==> src/rtl/mm_bridge_pkg.sv <==
// Shared types and bridge BRAM address map for the Montgomery host bridge.
// Holds the FSM state enum, section width and address helpers.
package mm_bridge_pkg;

  localparam int SEC_W = 17;

  typedef enum logic [2:0] {
    S_IDLE,
    S_LOAD,
    S_START,
    S_WAIT,
    S_READ,
    S_FLUSH
  } state_t;

  localparam int unsigned P_PRIME_0_ADDR = 0;
  localparam int unsigned P_BASE         = 1;
  // The multiplier writes its result over the consumed p region.
  localparam int unsigned RES_BASE       = P_BASE;

  function automatic int unsigned A_BASE(input int unsigned s);
    return s + 1;
  endfunction

  function automatic int unsigned B_BASE(input int unsigned s);
    return 2 * s + 1;
  endfunction

  function automatic int unsigned LOAD_LAST(input int unsigned s);
    return 3 * s;
  endfunction

endpackage

==> src/rtl/mm_res_fifo.sv <==
// Two-entry result FIFO between BRAM read data and the result stream.
// Ports: clk, rst_n, push/din, pop/dout, full, empty.
module mm_res_fifo
  import mm_bridge_pkg::*;
(
  input  logic             clk,
  input  logic             rst_n,
  input  logic             push,
  input  logic [SEC_W-1:0] din,
  input  logic             pop,
  output logic [SEC_W-1:0] dout,
  output logic             full,
  output logic             empty
);

  logic [SEC_W-1:0] mem [2];
  logic             wr_ptr;
  logic             rd_ptr;
  logic [1:0]       level;

  assign dout  = mem[rd_ptr];
  assign full  = (level == 2'd2);
  assign empty = (level == 2'd0);

  always_ff @(posedge clk or negedge rst_n) begin
    if (!rst_n) begin
      mem[0] <= '0;
      mem[1] <= '0;
      wr_ptr <= 1'b0;
      rd_ptr <= 1'b0;
      level  <= 2'd0;
    end else begin
      if (push) begin
        mem[wr_ptr] <= din;
        wr_ptr      <= ~wr_ptr;
      end
      if (pop) begin
        rd_ptr <= ~rd_ptr;
      end
      level <= level + {1'b0, push} - {1'b0, pop};
    end
  end

endmodule

==> src/rtl/mm_bridge_host.sv <==
// Host loader/unloader for the Montgomery multiplier bridge BRAM (port B).
// Ports: clock/reset, operand stream in, result stream out, BRAM B, mm start/done, busy/done.
module mm_bridge_host
  import mm_bridge_pkg::*;
#(
  parameter int s = 8
) (
  input  logic             clock_i,
  input  logic             reset_i,
  input  logic             start_i,
  input  logic [SEC_W-1:0] op_data_i,
  input  logic             op_valid_i,
  output logic             op_ready_o,
  output logic [SEC_W-1:0] res_data_o,
  output logic             res_valid_o,
  input  logic             res_ready_i,
  output logic             bram_en_o,
  output logic             bram_we_o,
  output logic [31:0]      bram_addr_o,
  output logic [SEC_W-1:0] bram_din_o,
  input  logic [SEC_W-1:0] bram_dout_i,
  output logic             mm_start_o,
  input  logic             mm_done_i,
  output logic             busy_o,
  output logic             done_o
);

  localparam int ADDR_W = $clog2(4 * s);

  localparam logic [ADDR_W-1:0] W_LAST = ADDR_W'(LOAD_LAST(s));
  localparam logic [ADDR_W-1:0] R_LAST = ADDR_W'(s - 1);
  localparam logic [ADDR_W-1:0] R_BASE = ADDR_W'(RES_BASE);

  state_t            state_q;
  state_t            state_d;
  logic [ADDR_W-1:0] wcnt_q;
  logic [ADDR_W-1:0] rcnt_q;
  logic              inflight_q;

  logic              op_hs;
  logic              pop;
  logic              rd_issue;
  logic              fifo_full;
  logic              fifo_empty;
  logic [ADDR_W-1:0] addr;

  assign op_ready_o  = (state_q == S_LOAD);
  assign op_hs       = op_ready_o && op_valid_i;
  assign mm_start_o  = (state_q == S_START);
  assign busy_o      = (state_q != S_IDLE);
  assign res_valid_o = !fifo_empty &&
                       ((state_q == S_READ) || (state_q == S_FLUSH));
  assign pop         = res_valid_o && res_ready_i;

  // A read may issue only if its data has a slot once it lands,
  // counting the read already in flight and any pop this cycle.
  assign rd_issue = (state_q == S_READ) &&
                    (inflight_q ? (fifo_empty || pop)
                                : (!fifo_full || pop));

  assign done_o = (state_q == S_FLUSH) && !inflight_q &&
                  (fifo_empty || (pop && !fifo_full));

  always_comb begin
    bram_en_o  = 1'b0;
    bram_we_o  = 1'b0;
    addr       = '0;
    bram_din_o = '0;
    if (op_hs) begin
      bram_en_o  = 1'b1;
      bram_we_o  = 1'b1;
      addr       = wcnt_q;
      bram_din_o = op_data_i;
    end else if (rd_issue) begin
      bram_en_o = 1'b1;
      addr      = R_BASE + rcnt_q;
    end
  end

  assign bram_addr_o = {{(32 - ADDR_W){1'b0}}, addr};

  always_comb begin
    state_d = state_q;
    unique case (state_q)
      S_IDLE:  if (start_i) state_d = S_LOAD;
      S_LOAD:  if (op_hs && wcnt_q == W_LAST) state_d = S_START;
      S_START: state_d = S_WAIT;
      S_WAIT:  if (mm_done_i) state_d = S_READ;
      S_READ:  if (rd_issue && rcnt_q == R_LAST) state_d = S_FLUSH;
      S_FLUSH: if (done_o) state_d = S_IDLE;
      default: state_d = S_IDLE;
    endcase
  end

  always_ff @(posedge clock_i or negedge reset_i) begin
    if (!reset_i) begin
      state_q    <= S_IDLE;
      wcnt_q     <= '0;
      rcnt_q     <= '0;
      inflight_q <= 1'b0;
    end else begin
      state_q    <= state_d;
      inflight_q <= rd_issue;
      if (state_q == S_IDLE && start_i) begin
        wcnt_q <= '0;
      end else if (op_hs) begin
        wcnt_q <= wcnt_q + 1'b1;
      end
      if (state_q == S_WAIT && mm_done_i) begin
        rcnt_q <= '0;
      end else if (rd_issue) begin
        rcnt_q <= rcnt_q + 1'b1;
      end
    end
  end

  mm_res_fifo u_fifo (
    .clk   (clock_i),
    .rst_n (reset_i),
    .push  (inflight_q),
    .din   (bram_dout_i),
    .pop   (pop),
    .dout  (res_data_o),
    .full  (fifo_full),
    .empty (fifo_empty)
  );

endmodule

==> config.mk <==
export PLATFORM = sky130hd
export DESIGN_NAME = mm_bridge_host
export DESIGN_NICKNAME = d
export VERILOG_FILES = /design/src/rtl/mm_bridge_pkg.sv /design/src/rtl/mm_res_fifo.sv /design/src/rtl/mm_bridge_host.sv
export SDC_FILE = /design/constraint.sdc
export NUM_CORES = 1
export LEC_CHECK = 0
export ABC_AREA = 1
export BUFFER_PORTS_ARGS = -buffer_cell sky130_fd_sc_hd__buf_2
export CAP_MARGIN = 20
export CORE_MARGIN = 3
export CORE_UTILIZATION = 49
export CTS_CLUSTER_DIAMETER = 80
export DETAILED_ROUTE_END_ITERATION = 10
export PLACE_DENSITY = 0.76
export SYNTH_ARGS = -nofsm -noshare
export SYNTH_HDL_FRONTEND = slang
export SYNTH_SLANG_ARGS = --single-unit
==> constraint.sdc <==
create_clock -name clock_i -period 2.13 [get_ports clock_i]
set_clock_uncertainty 0.15 [all_clocks]
set_input_delay 0.3195 -clock clock_i [delete_from_list [all_inputs] [get_ports clock_i]]
set_output_delay 0.3195 -clock clock_i [all_outputs]
set_load 0.01 [all_outputs]
==> summary.txt <==
Placed design
  – Detailed placer's ending HPWL: approximately 4400 um
  – Count of buffers inserted at the top-level ports: 85
  – Setup slack after placement: between 0.15 and 0.2 ns
  – Weighted congestion reported at the end of routability-driven placement: 0.847

Synthesis
  – Count of flip-flops with a built-in enable after synthesis: 0
  – #FFs+latches synth: 52
  – Yosys Warn Count: 0
  – Gate count after technology mapping: 353
  – Area of the mapped netlist: 0.00293 sq mm
  – Fraction of post-synthesis cell area in the top cell type by area: 0.445
  – Synth area leaders: dfrtp_1, o21ai_0, inv_1
  – Sequential area share after synthesis: 0.445
  – Share of synthesized flip-flops with an asynchronous set or reset: 1.00
  – Ys flop type: dfrtp_1
  – Mapped Avg Cell Area: 8.29 sq um
  – Synth top cells by count: inv_1, nand2_1, dfrtp_1
  – Dominant cell type by area after synthesis: dfrtp_1
  – Number of library cell types mapped by synthesis: 34
  – Most frequently used cell type in the post-synthesis netlist: inv_1

Global route
  – Vias in the first global route: 2380
  – Initial antenna violation count: 0
  – Global-route wire length before repair: 10600 um
  – Largest net degree at the start of global routing: 36
  – Sum of overflow across all layers after global routing: 0
  – Aggregate global-route resource usage: 0.180

Routing
  – Via count: 2426
  – Number of optimization iterations in the first detailed-route pass: 4
  – Initial DRC Count: between 100 and 150
  – Count of antenna-violating nets left after detailed routing: 0
  – Residual DRC: 0
  – Total wire length: 6230 um
  – Average wire per cell in the routed design: 11.9 um
  – Mean number of vias per cell: 4.64

Clock tree
  – Level count of the clock H-tree: 2
  – Clock-pin slew on the worst setup and hold paths: around 0.11 ns
  – Number of buffers added by the clock tree synthesis step: 5
  – Longest Clk Path Bufs: 2
  – Root cell of the clock tree: clkbuf_8
  – Clock insertion delay at the later pin of the skew report: 0.30 ns
  – CTS tree: built
  – Total clock sinks: between 50 and 60

Critical path
  – CP Data Arrival Time: between 1.5 and 2 ns
  – CP cell instances: inv_2, nor3_4, nand2_4, buf_4, nor2_1, buf_2
  – Nature of the critical path endpoint: output pin
  – Highest cell delay on the worst timing path: 0.43 ns
  – CP max FO: 6
  – Req. time, crit path: between 1.5 and 2 ns
  – Type of origin of the critical path: flop
  – Slowest library cell on the worst path: dfrtp_2
  – CP Class: reg2out

Run status
  – Status: finished, final reports clean

Timing
  – Shortest period the worst path allows: 2.07 ns
  – Tightest Pin Transition: 0.559 ns
  – Min Hold Slack: 0.105 ns
  – Final critical-path setup slack: 0.0601 ns
  – Achievable Freq: ~480 MHz
  – Final worst-path cycle share: 0.972
  – Number of setup violations in the final report: 0
  – Count of pins over their slew limit: 0
  – Worst slew slack as a fraction of its limit: 0.627
  – Number of hold violations in the final report: 0
  – RSZ-0062 raised after global routing: true

Finish
  – Area growth from synthesis to layout: 23.3%
  – Proportion of layout cells with a drive suffix above 1: 0.357
  – Fraction of the core area covered by cells at the end of the flow: 0.639
  – Number of nets at the end of the flow: 495
  – Antenna cell count: 0

Power
  – Overall power after layout: between 4000 and 5000 uW
  – Maximum ir drop on the vdd rail: 0.709 mV
  – Power density over the cells: roughly 1300 mW/mm^2
  – Static Leakage: 0.00207 uW

Floorplan
  – Height of the chip: 83.3 um
  – Site Rows: 27
  – Chip width: ~83 um
  – I/O pin total: 113
  – Initial core utilization: 0.519
  – Core box area: 0.00564 sq mm
  – Die ar.: 0.00694 sq mm

Flow run
  – Number of max-cap violations: 0

Min path
  – Kind of path behind the tightest hold check: in2reg
power by group:
group | leakage [uW] | internal, uW | switching [uW]
registers | 0.000622 | 1460 | 321
logic | 0.00139 | 1080 | 1300
clock network | 0.0000583 | 354 | 337
layout by cell type, fill, tap and decap left out, drive strengths merged, types with 2 or more instances in the layout:
master  count
buf       101
nand2      63
inv        62
dfrtp      52
o21ai      52
nor2       31
conb       27
mux2       17
nand3       9
nand4       5
ha          5
clkbuf      5
a21oi       5
nor3        4
xnor2       2
or2         2
clkinv      2
final timing paths:
kind,from,end,slack [ns],depth (start not counted)
setup / recovery,state_q[0],bram_din_o[6],0.06,6
min in group asynchronous,reset_i,u_fifo.mem[7],0.35,2
setup reg to reg,state_q[2],u_fifo.level[1],0.21,10
hold / removal,bram_dout_i[9],u_fifo.mem[9],0.10,3
hold reg to reg,u_fifo.mem[1],u_fifo.mem[1],0.34,2
max in group asynchronous,reset_i,rcnt_q[2],0.93,3
registers in the layout, summed over array words and instances, names as in the netlist:
register / cells
u_fifo.mem: 34
rcnt_q: 5
wcnt_q: 5
state_q: 3
u_fifo.level: 2
inflight_q: 1
u_fifo.rd_ptr: 1
u_fifo.wr_ptr: 1
stage by stage:
stage	setup TNS (ns)	instances	cell area, sq um
after global routing	-0.319	523	3610
after global placement	0	501	3310
after detailed placement	0	501	3310
after CTS	0	515	3490
final	0	523	3610
after floorplan	0	379	3020
cell type report:
type	instances	area, sq um
multi-input cells	227	1280
well taps	72	90.1
repair buffers	102	572
inverters	62	240
clock inverters	3	47.5
clock buffers	5	68.8
flip-flops and latches	52	1310
fillers	501	2030
what timing repair did:
item                                    CTS  global route
endpoints found under the hold margin    21             0
buffers inserted                          4             8
pin swaps                                 2             6
gates resized for setup                   6            22
gates cloned                              1             0
hold buffers                              1             0
endpoints found under the setup margin   15            18
layer usage:
metal / share of wire / vias to the layer above / track usage
li1: - / 1239 / -
met1: 0.44 / 1116 / 0.226
met2: 0.50 / 64 / 0.319
met3: 0.048 / 7 / 0.0357
met4: 0.0093 / 0 / 0.0416
met5: 0 / - / 0
worst max-delay path: cells and delay by family, from the launching register on:
kind	cells	cell delay [ns]
simple gates	3	0.49
flops	1	0.43
buf+inv	3	0.37
logic make-up (layout without fill, tap and decap cells):
| group | count (synthesis) | after routing | share of synthesized area |
|---|---|---|---|
| buffers and inverters | 101 | 172 | 0.173 |
| DFF | 52 | 52 | 0.445 |
| other | 1 | 27 | 0.00128 |
| xor gates and xnor gates | 3 | 3 | 0.00898 |
| muxes | 17 | 17 | 0.0654 |
| adders and majority gates | 5 | 5 | 0.0214 |
| AOI/OAI and AO/OA | 59 | 59 | 0.109 |
| and+or+nand+nor | 115 | 116 | 0.177 |
(Power assumes the default switching activity.)
